$ cat src/rtl/pwm_generator_if.sv
// Connection between the PWM CSR block (master) and the PWM counter core (slave).
// Carries the run request and configuration down, and the waveform and status back up.
interface pwm_generator_if #(
    parameter int WIDTH = 16
);
    logic             enable;
    logic [WIDTH-1:0] period;
    logic [WIDTH-1:0] duty_cycle;
    logic [WIDTH-1:0] divisor;
    logic             pwm_out;
    logic             pwm_running;
    logic             period_done;

    modport master (
        output enable, period, duty_cycle, divisor,
        input  pwm_out, pwm_running, period_done
    );

    modport slave (
        input  enable, period, duty_cycle, divisor,
        output pwm_out, pwm_running, period_done
    );
endinterface

$ cat src/rtl/pwm_generator.sv
// PWM counter/comparator core with a prescaler and double-buffered configuration.
// Shadows reload only at start-up and at period boundaries, so CSR writes never glitch the output.
module pwm_generator #(
    parameter int WIDTH = 16
) (
    input  logic           clk,
    input  logic           reset,
    pwm_generator_if.slave bus
);
    typedef enum logic [1:0] {
        S_IDLE  = 2'd0,
        S_RUN   = 2'd1,
        S_DRAIN = 2'd2
    } state_t;

    localparam logic [WIDTH-1:0] ONE = {{(WIDTH-1){1'b0}}, 1'b1};

    state_t           r_state;
    state_t           w_state_nx;
    logic [WIDTH-1:0] r_pre_cnt;
    logic [WIDTH-1:0] r_cnt;
    logic [WIDTH-1:0] r_period_sh;
    logic [WIDTH-1:0] r_duty_sh;
    logic [WIDTH-1:0] r_divisor_sh;
    logic             r_pwm_out;
    logic             r_running;
    logic             r_period_done;

    logic [WIDTH-1:0] w_pre_nx;
    logic [WIDTH-1:0] w_cnt_nx;
    logic [WIDTH-1:0] w_period_nx;
    logic [WIDTH-1:0] w_duty_nx;
    logic [WIDTH-1:0] w_divisor_nx;
    logic [WIDTH-1:0] w_div_eff;
    logic [WIDTH-1:0] w_div_eff_nx;
    logic             w_tick;
    logic             w_last;
    logic             w_load;
    logic             w_advance;
    logic             w_run_nx;
    logic             w_out_nx;
    logic             w_done_nx;

    assign w_div_eff = (r_divisor_sh == '0) ? ONE : r_divisor_sh;
    assign w_tick    = (r_pre_cnt == w_div_eff - ONE);
    assign w_last    = (r_state != S_IDLE) && (r_period_sh != '0) && w_tick
                    && (r_cnt == r_period_sh - ONE);

    always_comb begin
        // NOTE: every combinational output gets a default first, so no path can infer a latch.
        w_state_nx = r_state;
        w_pre_nx   = r_pre_cnt;
        w_cnt_nx   = r_cnt;
        w_load     = 1'b0;
        w_advance  = 1'b0;

        unique case (r_state)
            S_IDLE: begin
                w_pre_nx = '0;
                w_cnt_nx = '0;
                if (bus.enable) begin
                    w_state_nx = S_RUN;
                    w_load     = 1'b1;
                end
            end
            S_RUN: begin
                if (r_period_sh == '0) begin
                    // Degenerate period: keep sampling inputs so a real period starts at once.
                    w_load   = 1'b1;
                    w_pre_nx = '0;
                    w_cnt_nx = '0;
                    if (!bus.enable) w_state_nx = S_IDLE;
                end else begin
                    w_advance = 1'b1;
                    w_load    = w_last;
                    if (!bus.enable) w_state_nx = S_DRAIN;
                end
            end
            S_DRAIN: begin
                if (r_period_sh == '0) begin
                    w_state_nx = S_IDLE;
                    w_pre_nx   = '0;
                    w_cnt_nx   = '0;
                end else if (bus.enable) begin
                    w_state_nx = S_RUN;
                    w_advance  = 1'b1;
                    w_load     = w_last;
                end else if (w_last) begin
                    w_state_nx = S_IDLE;
                    w_pre_nx   = '0;
                    w_cnt_nx   = '0;
                end else begin
                    w_advance = 1'b1;
                end
            end
            default: begin
                w_state_nx = S_IDLE;
                w_pre_nx   = '0;
                w_cnt_nx   = '0;
            end
        endcase

        if (w_advance) begin
            if (w_tick) begin
                w_pre_nx = '0;
                w_cnt_nx = (r_cnt == r_period_sh - ONE) ? '0 : r_cnt + ONE;
            end else begin
                w_pre_nx = r_pre_cnt + ONE;
            end
        end
    end

    assign w_period_nx  = w_load ? bus.period     : r_period_sh;
    assign w_duty_nx    = w_load ? bus.duty_cycle : r_duty_sh;
    assign w_divisor_nx = w_load ? bus.divisor    : r_divisor_sh;
    assign w_div_eff_nx = (w_divisor_nx == '0) ? ONE : w_divisor_nx;

    // Outputs are decoded from next-state values and registered, so they line up with the counters.
    assign w_run_nx  = (w_state_nx != S_IDLE);
    assign w_out_nx  = w_run_nx && (w_period_nx != '0) && (w_cnt_nx < w_duty_nx);
    assign w_done_nx = w_run_nx && (w_period_nx != '0)
                    && (w_pre_nx == w_div_eff_nx - ONE) && (w_cnt_nx == w_period_nx - ONE);

    // NOTE: sequential state uses non-blocking assignments so all registers update together.
    always_ff @(posedge clk or posedge reset) begin
        if (reset) begin
            r_state       <= S_IDLE;
            r_pre_cnt     <= '0;
            r_cnt         <= '0;
            r_period_sh   <= '0;
            r_duty_sh     <= '0;
            r_divisor_sh  <= '0;
            r_pwm_out     <= 1'b0;
            r_running     <= 1'b0;
            r_period_done <= 1'b0;
        end else begin
            r_state       <= w_state_nx;
            r_pre_cnt     <= w_pre_nx;
            r_cnt         <= w_cnt_nx;
            r_period_sh   <= w_period_nx;
            r_duty_sh     <= w_duty_nx;
            r_divisor_sh  <= w_divisor_nx;
            r_pwm_out     <= w_out_nx;
            r_running     <= w_run_nx;
            r_period_done <= w_done_nx;
        end
    end

    assign bus.pwm_out     = r_pwm_out;
    assign bus.pwm_running = r_running;
    assign bus.period_done = r_period_done;
endmodule

$ cat src/flat_wrapper.sv
// flat-port wrapper written by rule: the top's interface ports become plain ports
module pwm_generator_flat 
#(
    parameter int WIDTH = 16
)
  (clk, reset, bus_enable, bus_period, bus_duty_cycle, bus_divisor, bus_pwm_out, bus_pwm_running, bus_period_done);
  pwm_generator_if #(.WIDTH(WIDTH)) bus_i ();
  input  logic clk;
  input  logic reset;
  input wire logic [$bits(bus_i.enable)-1:0] bus_enable;
  input wire logic [$bits(bus_i.period)-1:0] bus_period;
  input wire logic [$bits(bus_i.duty_cycle)-1:0] bus_duty_cycle;
  input wire logic [$bits(bus_i.divisor)-1:0] bus_divisor;
  output wire logic [$bits(bus_i.pwm_out)-1:0] bus_pwm_out;
  output wire logic [$bits(bus_i.pwm_running)-1:0] bus_pwm_running;
  output wire logic [$bits(bus_i.period_done)-1:0] bus_period_done;
  assign bus_i.enable = bus_enable;
  assign bus_i.period = bus_period;
  assign bus_i.duty_cycle = bus_duty_cycle;
  assign bus_i.divisor = bus_divisor;
  assign bus_pwm_out = bus_i.pwm_out;
  assign bus_pwm_running = bus_i.pwm_running;
  assign bus_period_done = bus_i.period_done;
  pwm_generator #(.WIDTH(WIDTH)) u_core (.clk(clk), .reset(reset), .bus(bus_i));
endmodule
$ cat config.mk
export PLATFORM = sky130hd
export DESIGN_NAME = pwm_generator_flat
export DESIGN_NICKNAME = d
export VERILOG_FILES = /design/src/rtl/pwm_generator_if.sv /design/src/rtl/pwm_generator.sv /design/src/flat_wrapper.sv
export SDC_FILE = /design/constraint.sdc
export NUM_CORES = 1
export LEC_CHECK = 0
export ABC_CLOCK_PERIOD_IN_PS = 9000
export BUFFER_PORTS_ARGS = -buffer_cell sky130_fd_sc_hd__buf_2
export CELL_PAD_IN_SITES_DETAIL_PLACEMENT = 0
export CELL_PAD_IN_SITES_GLOBAL_PLACEMENT = 1
export CORE_AREA = 2 2 144 146
export DETAILED_ROUTE_END_ITERATION = 8
export DIE_AREA = 0 0 146 148
export GPL_TIMING_DRIVEN = 1
export PLACE_DENSITY = 0.64
export REMOVE_ABC_BUFFERS = 1
export SETUP_SLACK_MARGIN = 0.1
export SLEW_MARGIN = 5
export SYNTH_ARGS = -nofsm -noshare
export SYNTH_HDL_FRONTEND = slang
export SYNTH_SLANG_ARGS = --single-unit
$ cat constraint.sdc
create_clock -name clk -period 9 [get_ports clk]
set_input_delay 0.45 -clock clk [delete_from_list [all_inputs] [get_ports clk]]
set_output_delay 0.45 -clock clk [all_outputs]
set_load 0.02 [all_outputs]
# Word level (Yosys, flattened, before mapping)
# Index checks and enable logic that the tools add are counted.
totals:
  inputBits: 51
  ff_bits: 85
op_classes:
  n_mux: 38
  addsub: 6
  n_reduce_logical: 15
  magnitude_cmp: 1
  eq_ne: 6
op_table:
  columns: ["op", "n"]
  rows:
  - ["2-to-1 mux 16 bit", 18]
  - ["== test 16 bit", 4]
  - ["one-hot mux 16 bit (2 select lines)", 2]
  - ["subtractor 16 x 1 -> 16 bit (second input constant)", 4]
  - ["zero test 16 bit", 3]
  - ["adder 16 x 1 -> 16 bit (second input constant)", 2]
  - ["nonzero test 16 bit", 2]
  - ["less-than comparator 16 bit", 1]
  - ["2-to-1 mux 2 bit", 7]
  - ["2-to-1 mux 1 bit", 8]
  - ["logical AND 1 bit", 7]
  - ["one-hot mux 2 bit (3 select lines)", 1]
  - ["nonzero test 2 bit", 2]
  - ["one-hot mux 1 bit (3 select lines)", 1]
  - ["== test 2 x 1 -> 1 bit (second input constant)", 1]
  - ["== test 2 bit (second input constant)", 1]
  - ["zero test 2 bit", 1]
  - ["one-hot mux 1 bit (2 select lines)", 1]

# Depth between registers and ports, before layout
depth:
  depth_word: 16
  mapped_depth: 29
  depth_no_buf: 24

# Worst setup path after synthesis
# OpenSTA, ideal clock, no wires.
synth_timing:
  kind: "reg2reg"
  from: "register u_core.r_divisor_sh[8]"
  to: "register u_core.r_period_done (netlist: u_core.bus.period_done)"
  arrival_time_ns: 5.460
  path_stages_with_launch: 28
  setup_time_ns: 0.096
  path_buffers: 6
  synth_period_minus_slack_ns: 5.556
  required_ns: 8.904
  slack_ns: 3.444
  cell_sequence: "dfrtp_1 buf_6 nor3_2 and4_4 a21oi_2 ha_1 xor2_1 o2111ai_1 o21ai_1 nor4_4 and2_4 nand2_4 o31ai_4 buf_6 buf_6 buf_4 buf_4 buf_2 o21a_1 ha_1 nand2_1 or2_2 mux2i_2 nand2_1 nor3_1 o21ai_0 a32o_1 nor4_2"
synth_via:
  elab_chain_cells: 16
  word_cells_on_any_way: 43
synth_lines:
  columns: ["item", "line", "text"]
  rows:
  - ["start: declaration", "pwm_generator.sv:24", "logic [WIDTH-1:0] r_divisor_sh;"]
  - ["start signal: assignment", "pwm_generator.sv:142", "r_divisor_sh <= w_divisor_nx;"]
  - ["zero test 16 bit", "pwm_generator.sv:44", "assign w_div_eff = (r_divisor_sh == '0) ? ONE : r_divisor_sh;"]
  - ["2-to-1 mux 16 bit", "pwm_generator.sv:44", null]
  - ["subtractor 16 x 1 -> 16 bit", "pwm_generator.sv:45", "assign w_tick = (r_pre_cnt == w_div_eff - ONE);"]
  - ["== test 16 bit", "pwm_generator.sv:45", null]
  - ["logical AND 1 bit", "pwm_generator.sv:46", "assign w_last = (r_state != S_IDLE) && (r_period_sh != '0) && w_tick"]
  - ["logical AND 1 bit", "pwm_generator.sv:47", "&& (r_cnt == r_period_sh - ONE);"]
  - ["2-to-1 mux 1 bit", "pwm_generator.sv:84", "end else if (bus.enable) begin"]
  - ["2-to-1 mux 1 bit", "pwm_generator.sv:80", "if (r_period_sh == '0) begin"]
  - ["one-hot mux 1 bit (3 select lines)", "pwm_generator.sv:57", "unique case (r_state)"]
  - ["2-to-1 mux 16 bit", "pwm_generator.sv:115", "assign w_divisor_nx = w_load ? bus.divisor : r_divisor_sh;"]
  - ["zero test 16 bit", "pwm_generator.sv:116", "assign w_div_eff_nx = (w_divisor_nx == '0) ? ONE : w_divisor_nx;"]
  - ["2-to-1 mux 16 bit", "pwm_generator.sv:116", null]
  - ["subtractor 16 x 1 -> 16 bit", "pwm_generator.sv:122", "&& (w_pre_nx == w_div_eff_nx - ONE) && (w_cnt_nx == w_period_nx - ONE);"]
  - ["== test 16 bit", "pwm_generator.sv:122", null]
  - ["logical AND 1 bit", "pwm_generator.sv:122", null]
  - ["logical AND 1 bit *", "pwm_generator.sv:122", null]
  - ["net u_core.w_done_nx", "pwm_generator.sv:42", "logic w_done_nx;"]
  - ["end signal: assignment", "pwm_generator.sv:145", "r_period_done <= w_done_nx;"]
  - ["end: declaration", "pwm_generator.sv:27", "logic r_period_done;"]
# The timed path passes the listed nets; every way through them passes the cells marked *.

# Worst setup path after layout
# Ends and elaborated chain as after synthesis.

==> impl_metrics.py <==
metrics = {
    "status": {
        "outcome": "complete, no violations",
    },
    "setup_path": {
        "required_ns": 9.26,
        "cp-start-kind": "flop",
        "end_kind": "flop",
        "crit_slowest_cell": "nor4_4",
        "path_class": "flop to flop",
        "path_cells": "nor3_2 -> and4_4 -> a21oi_2 -> ha_1 -> xor2_1 -> o2111ai_1 -> o21ai_1 -> nor4_4 -> and2_4 -> nand2_4 -> o31ai_4 -> buf_4 -> buf_4 -> o21a_1 -> ha_1 -> nand2_1 -> or2_2 -> mux2i_2 -> nand2_1 -> nor3_1 -> o22ai_1 -> a32o_1 -> nor4_2",
        "critPathMaxStageDelay_ns": 0.58,
        "crit_fanout": 46,
        "rr_worst_depth": 23,
        "critical_path_arrival_ns": 6.86,
    },
    "placement": {
        "routabilityCongestion": 0.850,
        "portBuffers": 53,
        "dpl.hpwl_microns": 15700,
    },
    "layout": {
        "area_delta_synth_final_pct": 10.9,
        "n_antenna_cell": 0,
        "final_layout_size_suffix_gt1_share_pct": 16.1,
        "layout_commonest_cell": "dfrtp_1",
        "final_cell_mix": "dfrtp_1 (85), nor2_1 (79), xnor2_1 (63)",
        "layout.area.seq_sq_um": 2130,
        "n_fill_cell": 2139,
        "nNetsFinal": 880,
        "multiInputGateArea_sq_um": 4390,
    },
    "sta": {
        "rsz0062_at_grt": "false",
        "final_max_slew_viol_count": 0,
        "relSlewSlack_pct": 33.3,
        "fmax_ghz": 0.152,
        "fin_crit_ns": 6.59,
        "post-route-period-util_pct": 73.3,
        "tns_ns": 0,
        "tightest_slew_ns": 0.992,
        "setup_viol": 0,
        "skew_ns": 0.00903,
        "hold_viol": 0,
    },
    "route": {
        "wl_per_cell_microns": 18.6,
        "drt-pass1-iter-count": 5,
        "vias": 5797,
        "vias_per_cell": 5.38,
        "post-route-drc-count": 0,
        "drtAntennaViolNets": 0,
        "drtIter0Drc": 314,
        "wl_microns": 20100,
    },
    "logic_synthesis": {
        "synth-async-reset-ratio_pct": 100,
        "ys_types": 76,
        "synth_edf_count": 0,
        "ys.warnings.count": 0,
        "synth_seq_area_share_pct": 30.9,
        "ys.flop_type": "dfrtp_1",
        "syn_avg_cell_area_sq_um": 9.03,
        "synth_seq_cells": 85,
        "synth_cells": 763,
        "syn-cell-area_sq_um": 6890,
    },
    "clock_network": {
        "cts_inserted_buffers": 9,
        "clock_sinks": 85,
        "postCtsSetupRepairBufs": 0,
        "clk_latency_ns": 0.35,
        "clkTransAtPathRegs_ns": 0.07,
        "cts-hold-fix-buffers": 0,
        "cts_buffer_depth": 2,
        "cts_resized": 0,
        "cts_htree_levels": 3,
        "ctsRootBufferMaster": "clkbuf_16",
        "cts_tree": "yes",
    },
    "pwr": {
        "irDropWorstVdd_uv": 108,
        "p_leak_uw": 0.00309,
        "p_per_area_nw_per_um2": 288,
        "total_power_uw": 2200,
    },
    "floorplan": {
        "die_h_microns": 148,
        "design.portCount": 54,
        "coreArea_sq_um": 20000,
        "start_util_pct": 34.4,
        "rows": 52,
        "die_w_microns": 146,
        "die_area_sq_um": 21600,
    },
    "global_route": {
        "grt_pass1_wl_microns": 31800,
        "grt_max_degree": 70,
        "antenna_found_initial": 0,
        "globalRouteTotalUtil_pct": 19.0,
        "grt_pass1_vias": 5656,
        "overflow": 0,
    },
    "run": {
        "maxCapViolCount": 0,
    },
    "hold_path": {
        "hold_path_class": "input port to asynchronous set/reset pin",
    },
}
==> flip-flops by register name (all words and copies together), names as in the netlist <==
signal                  cells
u_core.bus.period_done      1
u_core.r_divisor_sh        16
u_core.bus.pwm_out          1
u_core.r_pre_cnt           16
u_core.r_cnt               16
u_core.r_state              2
u_core.bus.pwm_running      1
u_core.r_duty_sh           16
u_core.r_period_sh         16
==> area by class of cell <==
cell class              count  share of cell area [%]
inverters                  45                    2.23
clock buffers              11                    3.17
flip-flops and latches     85                    27.8
multi-input cells         604                    57.4
clock inverters             4                   0.949
repair buffers             59                    4.06
well taps                 270                    4.42
==> final timing paths <==
path	endpoint	start	slack (ns)
min in group clk	u_core.r_duty_sh[8]	bus_duty_cycle[8]	0.34
max in group asynchronous	u_core.r_pre_cnt[14]	reset	7.67
min reg2reg	u_core.r_duty_sh[3]	u_core.r_duty_sh[3]	0.49
min	u_core.r_pre_cnt[5]	reset	0.03
max reg2reg	u_core.bus.period_done	u_core.r_divisor_sh[8]	2.41
max	u_core.bus.period_done	u_core.r_divisor_sh[8]	2.41
==> stage by stage <==
stage / setup slack, ns / cell area (sq um) / utilization [%] / instances / hold slack, ns
after floorplan: 1.28 / 6680 / - / 734 / 0.453
after global placement: 2.61 / 7330 / 36.6 / 1063 / 0.416
after detailed placement: 2.49 / 7330 / 36.6 / 1063 / 0.421
after CTS: 2.46 / 7650 / 38.2 / 1078 / 0.0372
after global routing: 1.91 / 7650 / 38.2 / 1078 / 0.0534
final: 2.41 / 7650 / 38.2 / 1078 / 0.0305
==> per-layer routing <==
metal / part of all wire [%] / global-route usage (%) / vias to the layer above
li1: - / - / 2804
met1: 46 / 25.5 / 2818
met2: 47 / 32.0 / 150
met3: 5.1 / 3.52 / 25
met4: 1.7 / 4.27 / 0
met5: 0 / 0 / -
==> report_power, final <==
part / switching (uW) / internal [uW]
logic: 644 / 469
clock network: 161 / 249
registers: 179 / 503
==> synthesized netlist by cell type (7+ instances only) <==
library cell | n | area, sq um
a211oi_1 | 7 | 52.6
a21oi_1 | 20 | 100
a31oi_1 | 8 | 50.1
and3_1 | 15 | 93.8
buf_2 | 9 | 45.0
clkbuf_1 | 10 | 37.5
dfrtp_1 | 85 | 2130
ha_1 | 25 | 313
inv_1 | 45 | 169
mux2_2 | 25 | 282
mux2i_1 | 37 | 370
nand2_1 | 45 | 169
nand3_1 | 35 | 175
nand4_1 | 21 | 131
nor2_1 | 79 | 297
nor3_1 | 37 | 185
nor4_1 | 8 | 50.1
o21ai_0 | 20 | 100
xnor2_1 | 63 | 552
xor2_1 | 41 | 359
==> worst max-delay path, delay by kind of cell, from the launching register on <==
kind            cells  cell delay, ns
simple gates       10            2.69
compound gates      7            1.23
buf+inv             2            0.99
fa+ha+maj           2            0.54
flops               1            0.51
mux                 1            0.30
xor+xnor            1            0.17
==> logic make-up (layout without fill, tap and decap cells) <==
| family | Yosys count | in the layout | synth area share (%) |
|---|---|---|---|
| and+or+nand+nor | 304 | 304 | 24.0 |
| xor gates and xnor gates | 107 | 107 | 14.2 |
| AOI/OAI and AO/OA | 101 | 101 | 10.4 |
| DFF | 85 | 85 | 30.9 |
| buffers and inverters | 74 | 119 | 5.50 |
| muxes | 67 | 67 | 10.5 |
| adders and majority gates | 25 | 25 | 4.54 |
Power figures use the tool's default switching activity.
